`src/rtl/uart_pkg.sv`:
```
// Shared UART definitions: arbiter state encodings, one-hot decode and
// word-width limits used by the RX/TX blocks.
package uart_pkg;

    localparam logic [1:0] ST_IDLE  = 2'd0;
    localparam logic [1:0] ST_XFER  = 2'd1;
    localparam logic [1:0] ST_START = 2'd2;
    localparam logic [1:0] ST_DRAIN = 2'd3;

    typedef enum logic [1:0] {
        StIdle  = ST_IDLE,
        StXfer  = ST_XFER,
        StStart = ST_START,
        StDrain = ST_DRAIN
    } arb_state_e;

    localparam int unsigned DATA_BITS_MIN = 5;
    localparam int unsigned DATA_BITS_MAX = 9;

    function automatic logic [7:0] onehot_dec(input logic [2:0] idx);
        onehot_dec = 8'b1 << idx;
    endfunction

    // Smallest width (at least 1) that can hold max_val.
    function automatic int unsigned cnt_width(input int unsigned max_val);
        cnt_width = 1;
        for (int i = 1; i < 32; i++) begin
            if ((max_val >> i) != 0) cnt_width = i + 1;
        end
    endfunction

endpackage

```
`src/rtl/uart_tx_arbiter_if.sv`:
```
// Requester and transmitter handshake bundle for the UART TX arbiter.
// Member names are seen from the arbiter side (i_ = into arbiter).
interface uart_tx_arbiter_if #(
    parameter int unsigned NUM_REQ   = 4,
    parameter int unsigned IDX_BITS  = 2,
    parameter int unsigned DATA_BITS = 8
);
    logic [NUM_REQ-1:0]           i_req_valid;
    logic [NUM_REQ*DATA_BITS-1:0] i_req_data;
    logic [NUM_REQ-1:0]           i_req_last;
    logic [NUM_REQ-1:0]           o_req_ready;
    logic                         o_tx_start;
    logic [DATA_BITS-1:0]         o_tx_data;
    logic                         i_tx_busy;
    logic                         o_grant_valid;
    logic [IDX_BITS-1:0]          o_grant_idx;

    modport master (
        input  i_req_valid, i_req_data, i_req_last, i_tx_busy,
        output o_req_ready, o_tx_start, o_tx_data, o_grant_valid, o_grant_idx
    );

    modport slave (
        output i_req_valid, i_req_data, i_req_last, i_tx_busy,
        input  o_req_ready, o_tx_start, o_tx_data, o_grant_valid, o_grant_idx
    );
endinterface

```
`src/rtl/rr_pick.sv`:
```
// Combinational round-robin picker: first set request at or after ptr,
// wrapping modulo NUM_REQ.
module rr_pick #(
    parameter int unsigned NUM_REQ  = 4,
    parameter int unsigned IDX_BITS = 2
) (
    input  logic [NUM_REQ-1:0]  i_req,
    input  logic [IDX_BITS-1:0] i_ptr,
    output logic                o_found,
    output logic [IDX_BITS-1:0] o_idx
);
    localparam int unsigned PAD_W = 2 ** IDX_BITS;

    logic [PAD_W-1:0]  w_req_pad;
    logic [IDX_BITS:0] w_sum;

    // Scan offsets from far to near so the nearest hit is assigned last.
    always_comb begin
        w_req_pad              = '0;
        w_req_pad[NUM_REQ-1:0] = i_req;
        w_sum                  = '0;
        o_found                = 1'b0;
        o_idx                  = '0;
        for (int off = NUM_REQ - 1; off >= 0; off--) begin
            w_sum = {1'b0, i_ptr} + (IDX_BITS + 1)'(off);
            if (w_sum >= (IDX_BITS + 1)'(NUM_REQ)) w_sum = w_sum - (IDX_BITS + 1)'(NUM_REQ);
            if (w_req_pad[w_sum[IDX_BITS-1:0]]) begin
                o_found = 1'b1;
                o_idx   = w_sum[IDX_BITS-1:0];
            end
        end
    end
endmodule

```
`src/rtl/uart_tx_arbiter.sv`:
```
// Round-robin, packet-atomic sharing of one UART transmitter among NUM_REQ
// byte-stream requesters, with optional burst limit per grant.
module uart_tx_arbiter
    import uart_pkg::*;
#(
    parameter int unsigned NUM_REQ   = 4,
    parameter int unsigned IDX_BITS  = 2,
    parameter int unsigned DATA_BITS = 8,
    parameter int unsigned MAX_BURST = 16
) (
    input  logic             i_Clk,
    input  logic             i_Rst_n,
    uart_tx_arbiter_if.master io_bus
);
    localparam int unsigned BURST_W = cnt_width(MAX_BURST);

    arb_state_e           r_state, w_state_d;
    logic [IDX_BITS-1:0]  r_ptr, w_ptr_d;
    logic [IDX_BITS-1:0]  r_owner, w_owner_d;
    logic [BURST_W-1:0]   r_burst, w_burst_d;
    logic                 r_last, w_last_d;
    logic                 r_grant_valid, w_grant_d;
    logic [DATA_BITS-1:0] r_tx_data, w_tx_data_d;

    logic                 w_found;
    logic [IDX_BITS-1:0]  w_pick;
    logic                 w_own_valid;
    logic                 w_own_last;
    logic [DATA_BITS-1:0] w_own_data;
    logic [7:0]           w_onehot;
    logic                 w_burst_done;
    logic [IDX_BITS-1:0]  w_ptr_next;

    rr_pick #(
        .NUM_REQ  (NUM_REQ),
        .IDX_BITS (IDX_BITS)
    ) u_rr_pick (
        .i_req   (io_bus.i_req_valid),
        .i_ptr   (r_ptr),
        .o_found (w_found),
        .o_idx   (w_pick)
    );

    always_comb begin
        w_own_valid = 1'b0;
        w_own_last  = 1'b0;
        w_own_data  = '0;
        for (int k = 0; k < NUM_REQ; k++) begin
            if (r_owner == IDX_BITS'(k)) begin
                w_own_valid = io_bus.i_req_valid[k];
                w_own_last  = io_bus.i_req_last[k];
                w_own_data  = io_bus.i_req_data[k*DATA_BITS +: DATA_BITS];
            end
        end
    end

    if (MAX_BURST == 0) begin : g_unlimited
        assign w_burst_done = 1'b0;
    end else begin : g_limited
        assign w_burst_done = (r_burst == BURST_W'(MAX_BURST));
    end

    assign w_ptr_next = (r_owner == IDX_BITS'(NUM_REQ - 1)) ? '0 : r_owner + IDX_BITS'(1);
    assign w_onehot   = onehot_dec(3'(r_owner));

    // Ready depends only on state, owner and busy, never on valid.
    assign io_bus.o_req_ready   = (r_state == StXfer && !io_bus.i_tx_busy) ?
                                  w_onehot[NUM_REQ-1:0] : '0;
    assign io_bus.o_tx_start    = (r_state == StStart);
    assign io_bus.o_tx_data     = r_tx_data;
    assign io_bus.o_grant_valid = r_grant_valid;
    assign io_bus.o_grant_idx   = r_owner;

    always_comb begin
        w_state_d   = r_state;
        w_ptr_d     = r_ptr;
        w_owner_d   = r_owner;
        w_burst_d   = r_burst;
        w_last_d    = r_last;
        w_grant_d   = r_grant_valid;
        w_tx_data_d = r_tx_data;
        unique case (r_state)
            StIdle: begin
                if (w_found) begin
                    w_owner_d = w_pick;
                    w_burst_d = '0;
                    w_grant_d = 1'b1;
                    w_state_d = StXfer;
                end
            end
            StXfer: begin
                if (w_own_valid && !io_bus.i_tx_busy) begin
                    w_tx_data_d = w_own_data;
                    w_last_d    = w_own_last;
                    w_burst_d   = r_burst + BURST_W'(1);
                    w_state_d   = StStart;
                end
            end
            StStart: begin
                w_state_d = StDrain;
            end
            StDrain: begin
                if (!io_bus.i_tx_busy) begin
                    if (r_last || w_burst_done) begin
                        w_ptr_d   = w_ptr_next;
                        w_grant_d = 1'b0;
                        w_state_d = StIdle;
                    end else begin
                        w_state_d = StXfer;
                    end
                end
            end
            default: w_state_d = StIdle;
        endcase
    end

    always_ff @(posedge i_Clk or negedge i_Rst_n) begin
        if (!i_Rst_n) begin
            r_state       <= StIdle;
            r_ptr         <= '0;
            r_owner       <= '0;
            r_burst       <= '0;
            r_last        <= 1'b0;
            r_grant_valid <= 1'b0;
            r_tx_data     <= '0;
        end else begin
            r_state       <= w_state_d;
            r_ptr         <= w_ptr_d;
            r_owner       <= w_owner_d;
            r_burst       <= w_burst_d;
            r_last        <= w_last_d;
            r_grant_valid <= w_grant_d;
            r_tx_data     <= w_tx_data_d;
        end
    end
endmodule

```
`src/flat_wrapper.sv`:
```
// flat-port wrapper written by rule: the top's interface ports become plain ports
module uart_tx_arbiter_flat import uart_pkg::*;
#(
    parameter int unsigned NUM_REQ   = 4,
    parameter int unsigned IDX_BITS  = 2,
    parameter int unsigned DATA_BITS = 8,
    parameter int unsigned MAX_BURST = 16
)
  (i_Clk, i_Rst_n, io_bus_i_req_valid, io_bus_i_req_data, io_bus_i_req_last, io_bus_i_tx_busy, io_bus_o_req_ready, io_bus_o_tx_start, io_bus_o_tx_data, io_bus_o_grant_valid, io_bus_o_grant_idx);
  uart_tx_arbiter_if #(.NUM_REQ(NUM_REQ), .IDX_BITS(IDX_BITS), .DATA_BITS(DATA_BITS)) io_bus_i ();
  input  logic i_Clk;
  input  logic i_Rst_n;
  input wire logic [$bits(io_bus_i.i_req_valid)-1:0] io_bus_i_req_valid;
  input wire logic [$bits(io_bus_i.i_req_data)-1:0] io_bus_i_req_data;
  input wire logic [$bits(io_bus_i.i_req_last)-1:0] io_bus_i_req_last;
  input wire logic [$bits(io_bus_i.i_tx_busy)-1:0] io_bus_i_tx_busy;
  output wire logic [$bits(io_bus_i.o_req_ready)-1:0] io_bus_o_req_ready;
  output wire logic [$bits(io_bus_i.o_tx_start)-1:0] io_bus_o_tx_start;
  output wire logic [$bits(io_bus_i.o_tx_data)-1:0] io_bus_o_tx_data;
  output wire logic [$bits(io_bus_i.o_grant_valid)-1:0] io_bus_o_grant_valid;
  output wire logic [$bits(io_bus_i.o_grant_idx)-1:0] io_bus_o_grant_idx;
  assign io_bus_i.i_req_valid = io_bus_i_req_valid;
  assign io_bus_i.i_req_data = io_bus_i_req_data;
  assign io_bus_i.i_req_last = io_bus_i_req_last;
  assign io_bus_i.i_tx_busy = io_bus_i_tx_busy;
  assign io_bus_o_req_ready = io_bus_i.o_req_ready;
  assign io_bus_o_tx_start = io_bus_i.o_tx_start;
  assign io_bus_o_tx_data = io_bus_i.o_tx_data;
  assign io_bus_o_grant_valid = io_bus_i.o_grant_valid;
  assign io_bus_o_grant_idx = io_bus_i.o_grant_idx;
  uart_tx_arbiter #(.NUM_REQ(NUM_REQ), .IDX_BITS(IDX_BITS), .DATA_BITS(DATA_BITS), .MAX_BURST(MAX_BURST)) u_core (.i_Clk(i_Clk), .i_Rst_n(i_Rst_n), .io_bus(io_bus_i));
endmodule
```
`config.mk`:
```
export PLATFORM = sky130hd
export DESIGN_NAME = uart_tx_arbiter_flat
export DESIGN_NICKNAME = d
export VERILOG_FILES = /design/src/rtl/uart_pkg.sv /design/src/rtl/uart_tx_arbiter_if.sv /design/src/rtl/rr_pick.sv /design/src/rtl/uart_tx_arbiter.sv /design/src/flat_wrapper.sv
export SDC_FILE = /design/constraint.sdc
export NUM_CORES = 1
export LEC_CHECK = 0
export BUFFER_PORTS_ARGS = -buffer_cell sky130_fd_sc_hd__buf_2
export CORE_ASPECT_RATIO = 1.75
export CORE_MARGIN = 1
export CORE_UTILIZATION = 44
export CTS_CLUSTER_SIZE = 12
export DETAILED_ROUTE_END_ITERATION = 7
export PLACE_DENSITY = 0.76
export SLEW_MARGIN = 20
export SYNTH_ARGS = -nofsm -noshare
export SYNTH_HDL_FRONTEND = slang
export SYNTH_SLANG_ARGS = --single-unit
```
`constraint.sdc`:
```
create_clock -name i_Clk -period 1.8 [get_ports i_Clk]
set_input_delay 0.45 -clock i_Clk [delete_from_list [all_inputs] [get_ports i_Clk]]
set_output_delay 0.45 -clock i_Clk [all_outputs]
set_load 0.005 [all_outputs]
```
==> Implementation_results.wiki, run 1 <==
{| class="wikitable"
! Metric !! Value
|-
| Run status || finished, violations left
|-
| Failing checks || setup timing
|-
| Delay contributed by the slowest stage of the critical path || 0.47 ns
|-
| Post-Synthesis Net Count || 244
|-
| Worst setup slack for register-to-register paths || -0.07 ns
|-
| Antenna diode count || 0
|-
| Sum of routed wire length over all layers || 4160 microns
|-
| Synth Register Bits || 21
|-
| Worst clock skew || 0.00700 ns
|-
| Distinct cell type count of the synthesized netlist || 41
|-
| Full die area || 0.00382 sq mm
|-
| WP data arrival || 2.06 ns
|-
| # rows || 28
|-
| Clock tree buffer depth || 2
|-
| Worst r2r path cells || 8
|-
| Synth area leaders || sky130_fd_sc_hd__dfrtp_1 34%, sky130_fd_sc_hd__ha_1 8.0%, sky130_fd_sc_hd__a21oi_1 7.3%
|-
| Total via count after detailed routing || 1636
|-
| Final max-slew violation count || 0
|-
| Clk Latency, worst-skew pair || 0.26 ns
|-
| Drt first pass iters || 4
|-
| Endpoint type of the worst setup path || flip-flop
|-
| DRT antenna net count || 0
|-
| Remaining DRCs || 0
|-
| Initial Utilization || 46.1%
|-
| Clk pin slew, worst setup/hold paths || 0.09 ns
|-
| Most used flip-flop cell after synthesis || sky130_fd_sc_hd__dfrtp_1
|-
| First-pass GRT wire length || 6580 microns
|-
| Worst Hold Class || input port to async pin
|-
| Worst ir drop on vdd || 0.000993 V
|-
| Average detailed-routed wire length per instance || 13.5 microns
|-
| Half-perimeter wire length after detailed placement || 2750 microns
|-
| Yosys top cell area share || 33.5%
|-
| Die Y-Extent || 81.0 microns
|-
| Post-synthesis to final-layout area growth || 44.5%
|-
| Static Leak || 1.10 nW
|-
| Startpoint kind of the worst setup timing path || flip-flop
|-
| Final number of setup-violating endpoints || 16
|-
| Sum of internal, switching and leakage power || 3.41 mW
|-
| Core Box Area || 0.00340 sq mm
|-
| Total of max-cap violations || 0
|-
| Largest area contributor in the synthesized netlist || sky130_fd_sc_hd__dfrtp_1
|-
| Via count of the first global-routing pass || 1496
|-
| Finished Core Util || 66.7%
|-
| RSZ-0062 raised after global routing || yes
|-
| Top fanout value on the critical path || 5
|-
| Worst Slack Setup Final || -0.0734 ns
|-
| Cell count after synthesis || 191
|-
| Share of cells above drive strength 1 || 45.8%
|-
| Cell types with the highest counts after synthesis || 23 x sky130_fd_sc_hd__a21oi_1, 21 x sky130_fd_sc_hd__dfrtp_1, 20 x sky130_fd_sc_hd__nand2_1
|-
| GRT Overall Usage || 23.1%
|-
| Slew at the pin with the worst max-slew slack || 0.526 ns
|-
| Critical path's most frequent cell || sky130_fd_sc_hd__buf_12
|-
| Timing-limited maximum frequency || 534 MHz
|-
| Data required, critical path || 1.99 ns
|-
| Total Neg Setup Slack || -0.803 ns
|-
| Die X || 47.1 microns
|-
| PwrDens || 1500 mW/mm^2
|-
| Post-synthesis area per instance || 8.21 sq um
|-
| Detailed-route vias per instance || 5.29
|-
| Type of the worst setup path || flip-flop to flip-flop
|-
| GRT Residual Overflow || 0
|-
| Top-level port count || 59
|-
| CTS sink count || 21
|-
| Number of input and output port buffers inserted || 58
|-
| Count of routing violations after the opening detailed-route iteration || 34
|-
| Count leader, synth || sky130_fd_sc_hd__a21oi_1
|-
| Source of the worst register-to-register timing path || u_core.io_bus.o_grant_idx[0]
|-
| CTS tree || built
|-
| Inserted Clock Buffers || 3
|-
| Antenna violations before repair || 0
|-
| Hold buffer count at cts || 0
|-
| Sequential-to-total area share from yosys stat || 33.5%
|-
| Worst R2R End || u_core.io_bus.o_tx_data[0]
|-
| Fraction of the cycle the final worst path needs || 104%
|-
| EDFF count, synth || 0
|-
| Number of H-tree levels || 1
|-
| Dominant delay contributor by cell family on the critical path || compound AO/OA/AOI/OAI gates
|-
| Total buffers and inverters traversed by the critical path || 2
|-
| Pin count of the biggest net entering global routing || 22
|-
| Worst path cell trace || ha_4 -> nand3b_1 -> a221o_1 -> a21boi_4 -> buf_12 -> buf_12 -> nor2_4 -> a21oi_2
|-
| Final Hold Fails || 0
|-
| Post-synthesis cell area || 0.00157 sq mm
|-
| Final critical path time including I/O delays and setup || 1.87 ns
|-
| Async S/R FF share, synth || 100%
|-
| CTS Root Cell || sky130_fd_sc_hd__clkbuf_8
|-
| CP max stage cell || sky130_fd_sc_hd__dfrtp_2
|-
| Synthesis Warnings || 0
|-
| Worst max-slew margin expressed relative to the limit || 64.6%
|-
| # nets final || 318
|-
| Final weighted congestion in routability-driven placement || 0.803
|}
==> layout by cell type, fill, tap and decap left out, drive strengths merged, types with 3 or more instances in the layout <==
| cell type | n |
|---|---|
| buf | 80 |
| a21oi | 32 |
| dfrtp | 21 |
| nand2 | 20 |
| inv | 19 |
| nor2 | 17 |
| o21ai | 12 |
| a22oi | 10 |
| ha | 10 |
| and2 | 5 |
| mux2 | 4 |
| a22o | 3 |
| clkbuf | 3 |
==> area by class of cell <==
class,count,area [sq um]
flip-flops and latches,21,528
clock inverters,1,5.00
well taps,45,56.3
clock buffers,3,41.3
inverters,19,76.3
fillers,278,1130
repair buffers,80,529
multi-input cells,140,1030
==> power by group <==
group          switching (mW)  leakage, nW  internal [mW]
logic                    1.12        0.821           1.11
registers               0.176        0.252          0.675
clock network           0.170       0.0255          0.154
==> what timing repair did <==
item,in CTS,in global routing
pin swaps,5,8
gates cloned,2,0
buffers inserted,6,3
endpoints found under the setup margin,5,20
gates resized for setup,17,23
endpoints found under the hold margin,0,0
==> worst reg2reg max path, stage by stage, from the launching register on <==
cell and delay [ns]:
sky130_fd_sc_hd__dfrtp_2 0.47, sky130_fd_sc_hd__ha_4 0.19, sky130_fd_sc_hd__nand3b_1 0.18, sky130_fd_sc_hd__a221o_1 0.36, sky130_fd_sc_hd__a21boi_4 0.21, sky130_fd_sc_hd__buf_12 0.14
sky130_fd_sc_hd__buf_12 0.11, sky130_fd_sc_hd__nor2_4 0.03, sky130_fd_sc_hd__a21oi_2 0.11
==> metal layers <==
layer	vias up	routed length (microns)	global-route usage [%]
li1	808	-	-
met1	766	1710	30.5
met2	58	2270	38.5
met3	4	141	2.44
met4	0	40	6.57
met5	-	0	0
==> logic make-up (layout without fill, tap and decap cells) <==
logic type / after synthesis / in the layout / share of synthesized area, %
DFF: 21 / 21 / 33.5
muxes: 5 / 5 / 3.51
buffers and inverters: 30 / 103 / 8.62
and+or+nand+nor: 56 / 56 / 17.2
adders and majority gates: 10 / 10 / 7.98
xor gates and xnor gates: 3 / 3 / 1.68
AOI/OAI and AO/OA: 66 / 66 / 27.5
==> registers in the layout, summed over array words and instances (netlist names) <==
signal                       flops
u_core.io_bus.o_tx_data          8
u_core.r_burst                   5
u_core.io_bus.o_grant_idx        2
u_core.r_ptr                     2
u_core.r_state                   2
u_core.io_bus.o_grant_valid      1
u_core.r_last                    1
==> how the worst max path moves through the flow <==
stage	to	cells after the start	slack, ns	start
2_1_floorplan	u_core.r_state[1]	7	0.02	u_core.io_bus.o_grant_idx[0]
3_3_place_gp	u_core.r_burst[1]	7	0.06	u_core.io_bus.o_grant_idx[1]
3_5_place_dp	u_core.r_state[1]	7	0.02	u_core.io_bus.o_grant_idx[0]
4_1_cts	u_core.io_bus.o_tx_data[0]	9	-0.03	u_core.io_bus.o_grant_idx[1]
5_1_grt	u_core.io_bus.o_tx_data[0]	9	-0.17	u_core.io_bus.o_grant_idx[1]
6_report	u_core.io_bus.o_tx_data[0]	8	-0.07	u_core.io_bus.o_grant_idx[0]
==> through the flow <==
stage	worst slack, ns	std cells	hold slack (ns)	area, sq um
finish	-0.0734	309	0.132	2270
global route	-0.170	309	0.173	2270
CTS	-0.0315	307	0.156	2170
detailed placement	0.0224	295	0.443	1960
global placement	0.0633	295	0.433	1960
floorplan	0.0152	191	0.154	1570
(Power assumes the default switching activity.)
==> run 2: changes to the inputs <==
--- a/config.mk
+++ b/config.mk
@@ -6,12 +6,11 @@
 export NUM_CORES = 1
 export LEC_CHECK = 0
 export BUFFER_PORTS_ARGS = -buffer_cell sky130_fd_sc_hd__buf_2
-export CORE_ASPECT_RATIO = 1.75
 export CORE_MARGIN = 1
-export CORE_UTILIZATION = 44
+export CORE_UTILIZATION = 50
 export CTS_CLUSTER_SIZE = 12
 export DETAILED_ROUTE_END_ITERATION = 7
-export PLACE_DENSITY = 0.76
+export PLACE_DENSITY = 0.81
 export SLEW_MARGIN = 20
 export SYNTH_ARGS = -nofsm -noshare
 export SYNTH_HDL_FRONTEND = slang
==> constraint.sdc (replaced) <==
create_clock -name i_Clk -period 2.2 [get_ports i_Clk]
set_input_delay 0.55 -clock i_Clk [delete_from_list [all_inputs] [get_ports i_Clk]]
set_output_delay 0.55 -clock i_Clk [all_outputs]
set_load 0.005 [all_outputs]
==> run 2 against run 1 <==
Clock skew is 0.0057 ns lower. Largest power group unchanged. Count of clock-buffer cells in the layout stayed put. Register-to-register slack better by 0.26 ns. Sequential cell count stayed put. Die area is 12% lower. Critical endpoint is now io_bus_o_req_ready[2]. Worst hold slack better by 0.056 ns. Global-route usage is 0.61 points lower. The flow now finishes without violations. Largest cell class unchanged.
==> Implementation_results.wiki, run 2 (same netlist as run 1, synthesis figures left out) <==
{| class="wikitable"
! Metric !! Value
|-
| Antenna violations before repair || 0 (unchanged)
|-
| Remaining DRCs || 0 (unchanged)
|-
| # rows || 19 (-32%)
|-
| Worst max-slew margin expressed relative to the limit || 68.8% (+4.2 points)
|-
| Highest metal layer with signal wires || met4
|-
| Routed length on met3 || 179 microns (+27%)
|-
| DR WL met2 || 1510 microns (-34%)
|-
| Fraction of the cycle the final worst path needs || 94.7%
|-
| Met1 wire length || 1640 microns (-3.7%)
|-
| Final critical path time including I/O delays and setup || 2.08 ns
|-
| Commonest non-fill, non-tap cells in the layout || 58 x sky130_fd_sc_hd__buf_2, 23 x sky130_fd_sc_hd__a21oi_1, 21 x sky130_fd_sc_hd__dfrtp_1, 20 x sky130_fd_sc_hd__nand2_1, 19 x sky130_fd_sc_hd__inv_1
|-
| CTS sink count || 21 (unchanged)
|-
| PwrDens || 1160 mW/mm^2 (-23%)
|-
| Final weighted congestion in routability-driven placement || 0.816 (+1.7%)
|-
| Via count of the first global-routing pass || 1393 (-6.9%)
|-
| Startpoint kind of the worst setup timing path || flip-flop
|-
| Worst Hold Class || input port to async pin
|-
| DRT antenna net count || 0 (unchanged)
|-
| WP data arrival || 1.53 ns (-0.53 ns)
|-
| Number of non-filler instances in the completed layout || 279 (-9.7%)
|-
| Half-perimeter wire length after detailed placement || 2660 microns (-3.2%)
|-
| Worst path cell trace || inv_1 -> ha_1 -> buf_4 -> and2_1 -> buf_2
|-
| Count of routing violations after the opening detailed-route iteration || 46 (+35%)
|-
| Number of input and output port buffers inserted || 58 (unchanged)
|-
| Clk pin slew, worst setup/hold paths || 0.11 ns (+0.02 ns)
|-
| Initial Utilization || 55.0% (+8.8 points)
|-
| Timing-limited maximum frequency || 480 MHz
|-
| CP max stage cell || sky130_fd_sc_hd__dfrtp_1
|-
| Final Hold Fails || 0 (unchanged)
|-
| Total via count after detailed routing || 1480 (-9.5%)
|-
| Full die area || 0.00336 sq mm (-12%)
|-
| Final number of setup-violating endpoints || 0 (-16)
|-
| Drt first pass iters || 4 (unchanged)
|-
| Detailed-route vias per instance || 5.30 (+0.19%)
|-
| Type of the worst setup path || flip-flop to primary output
|-
| CTS tree || built
|-
| Top fanout value on the critical path || 21 (+16)
|-
| Antenna diode count || 0 (unchanged)
|-
| Share of cells above drive strength 1 || 34.3% (-12 points)
|-
| First-pass GRT wire length || 5890 microns (-11%)
|-
| Top-level port count || 59 (unchanged)
|-
| Worst clock skew || 0.00130 ns (-0.00570 ns)
|-
| GRT Residual Overflow || 0 (unchanged)
|-
| # nets final || 302 (-5.0%)
|-
| Most common cell after layout, fill and taps aside || sky130_fd_sc_hd__buf_2
|-
| Endpoint type of the worst setup path || primary output
|-
| Clock tree buffer depth || 2 (unchanged)
|-
| Slew at the pin with the worst max-slew slack || 0.463 ns (-0.0624 ns)
|-
| Run status || complete, no violations
|-
| Die X || 58.0 microns (+23%)
|-
| CTS Root Cell || sky130_fd_sc_hd__clkbuf_4
|-
| Inserted Clock Buffers || 3 (unchanged)
|-
| Pin count of the biggest net entering global routing || 23 (+4.5%)
|-
| Average detailed-routed wire length per instance || 12.1 microns (-10%)
|-
| GRT Overall Usage || 22.4% (-0.61 points)
|-
| Number of H-tree levels || 1 (unchanged)
|-
| Total Neg Setup Slack || 0 ns (+0.803 ns)
|-
| Cell total after placement || 275 (-6.8%)
|-
| Post-synthesis to final-layout area growth || 22.0%
|-
| Die Y-Extent || 58.0 microns (-28%)
|-
| Sum of internal, switching and leakage power || 2.21 mW (-35%)
|-
| Clk Latency, worst-skew pair || 0.30 ns (+0.04 ns)
|-
| Flip-flop count of the largest register, all copies and words added || 8 (unchanged)
|-
| Total of max-cap violations || 0 (unchanged)
|-
| Final max-slew violation count || 0 (unchanged)
|-
| Core Box Area || 0.00285 sq mm (-16%)
|-
| Data required, critical path || 1.65 ns (-0.34 ns)
|-
| Static Leak || 0.974 nW (-11%)
|-
| Worst ir drop on vdd || 0.000613 V (-38%)
|-
| RSZ-0062 raised after global routing || no
|-
| Sum of routed wire length over all layers || 3370 microns (-19%)
|-
| Delay contributed by the slowest stage of the critical path || 0.45 ns (-0.02 ns)
|}
[run 2: critical path, delay by kind of cell (launching register included)]
family	cells	cell delay, ns
adder cells (fa/ha/maj)	1	0.21
flip-flops	1	0.45
AND/OR/NAND/NOR	1	0.16
buffers and inverters	3	0.41
[run 2: timing repair]
item                                    in CTS  in global routing
gates resized for setup                      0                  2
hold buffers                                 0                  0
endpoints found under the setup margin       0                  4
buffers inserted                             0                  0
[run 2: metrics by stage]
stage | util [%] | setup slack (ns) | area, sq um | hold slack, ns
floorplan | - | 0.330 | 1570 | 0.254
global placement | 65.8 | 0.279 | 1880 | 0.494
detailed placement | 65.8 | 0.223 | 1880 | 0.505
CTS | 66.8 | 0.0164 | 1910 | 0.193
global route | 67.1 | 0.0110 | 1910 | 0.202
finish | 67.1 | 0.117 | 1910 | 0.188
[run 2: path summary, 6_finish.rpt]
check | to | cells after the start | from | slack, ns
max | io_bus_o_req_ready[2] | 5 | u_core.io_bus.o_grant_idx[0] | 0.12
min | u_core.r_state[1] | 1 | i_Rst_n | 0.19
max reg2reg | u_core.io_bus.o_tx_data[2] | 9 | u_core.io_bus.o_grant_idx[0] | 0.19
min reg2reg | u_core.io_bus.o_tx_data[7] | 2 | u_core.io_bus.o_tx_data[7] | 0.53
max in group asynchronous | u_core.r_last | 1 | i_Rst_n | 1.69
min in group i_Clk | u_core.io_bus.o_tx_data[7] | 2 | u_core.io_bus.o_tx_data[7] | 0.53
[run 2: power breakdown]
group          switching, mW  internal, mW
registers              0.135         0.548
logic                  0.737         0.609
clock network          0.115        0.0677
total                  0.987          1.22
[run 2: final cells by class]
| type | count | area, sq um |
|---|---|---|
| Fill cell | 261 | 940 |
| Clock inverter | 1 | 5.00 |
| Sequential cell | 21 | 526 |
| Multi-Input combinational cell | 140 | 915 |
| Clock buffer | 3 | 22.5 |
| Timing Repair Buffer | 64 | 335 |
| Inverter | 19 | 71.3 |
| Tap cell | 31 | 38.8 |
[run 2: routing by layer]
metal  vias up  GRT usage, %
met2        52          36.1
met1       659          31.7
met4         0          7.14
li1        767             -
met3         2          2.46
met5         -             0
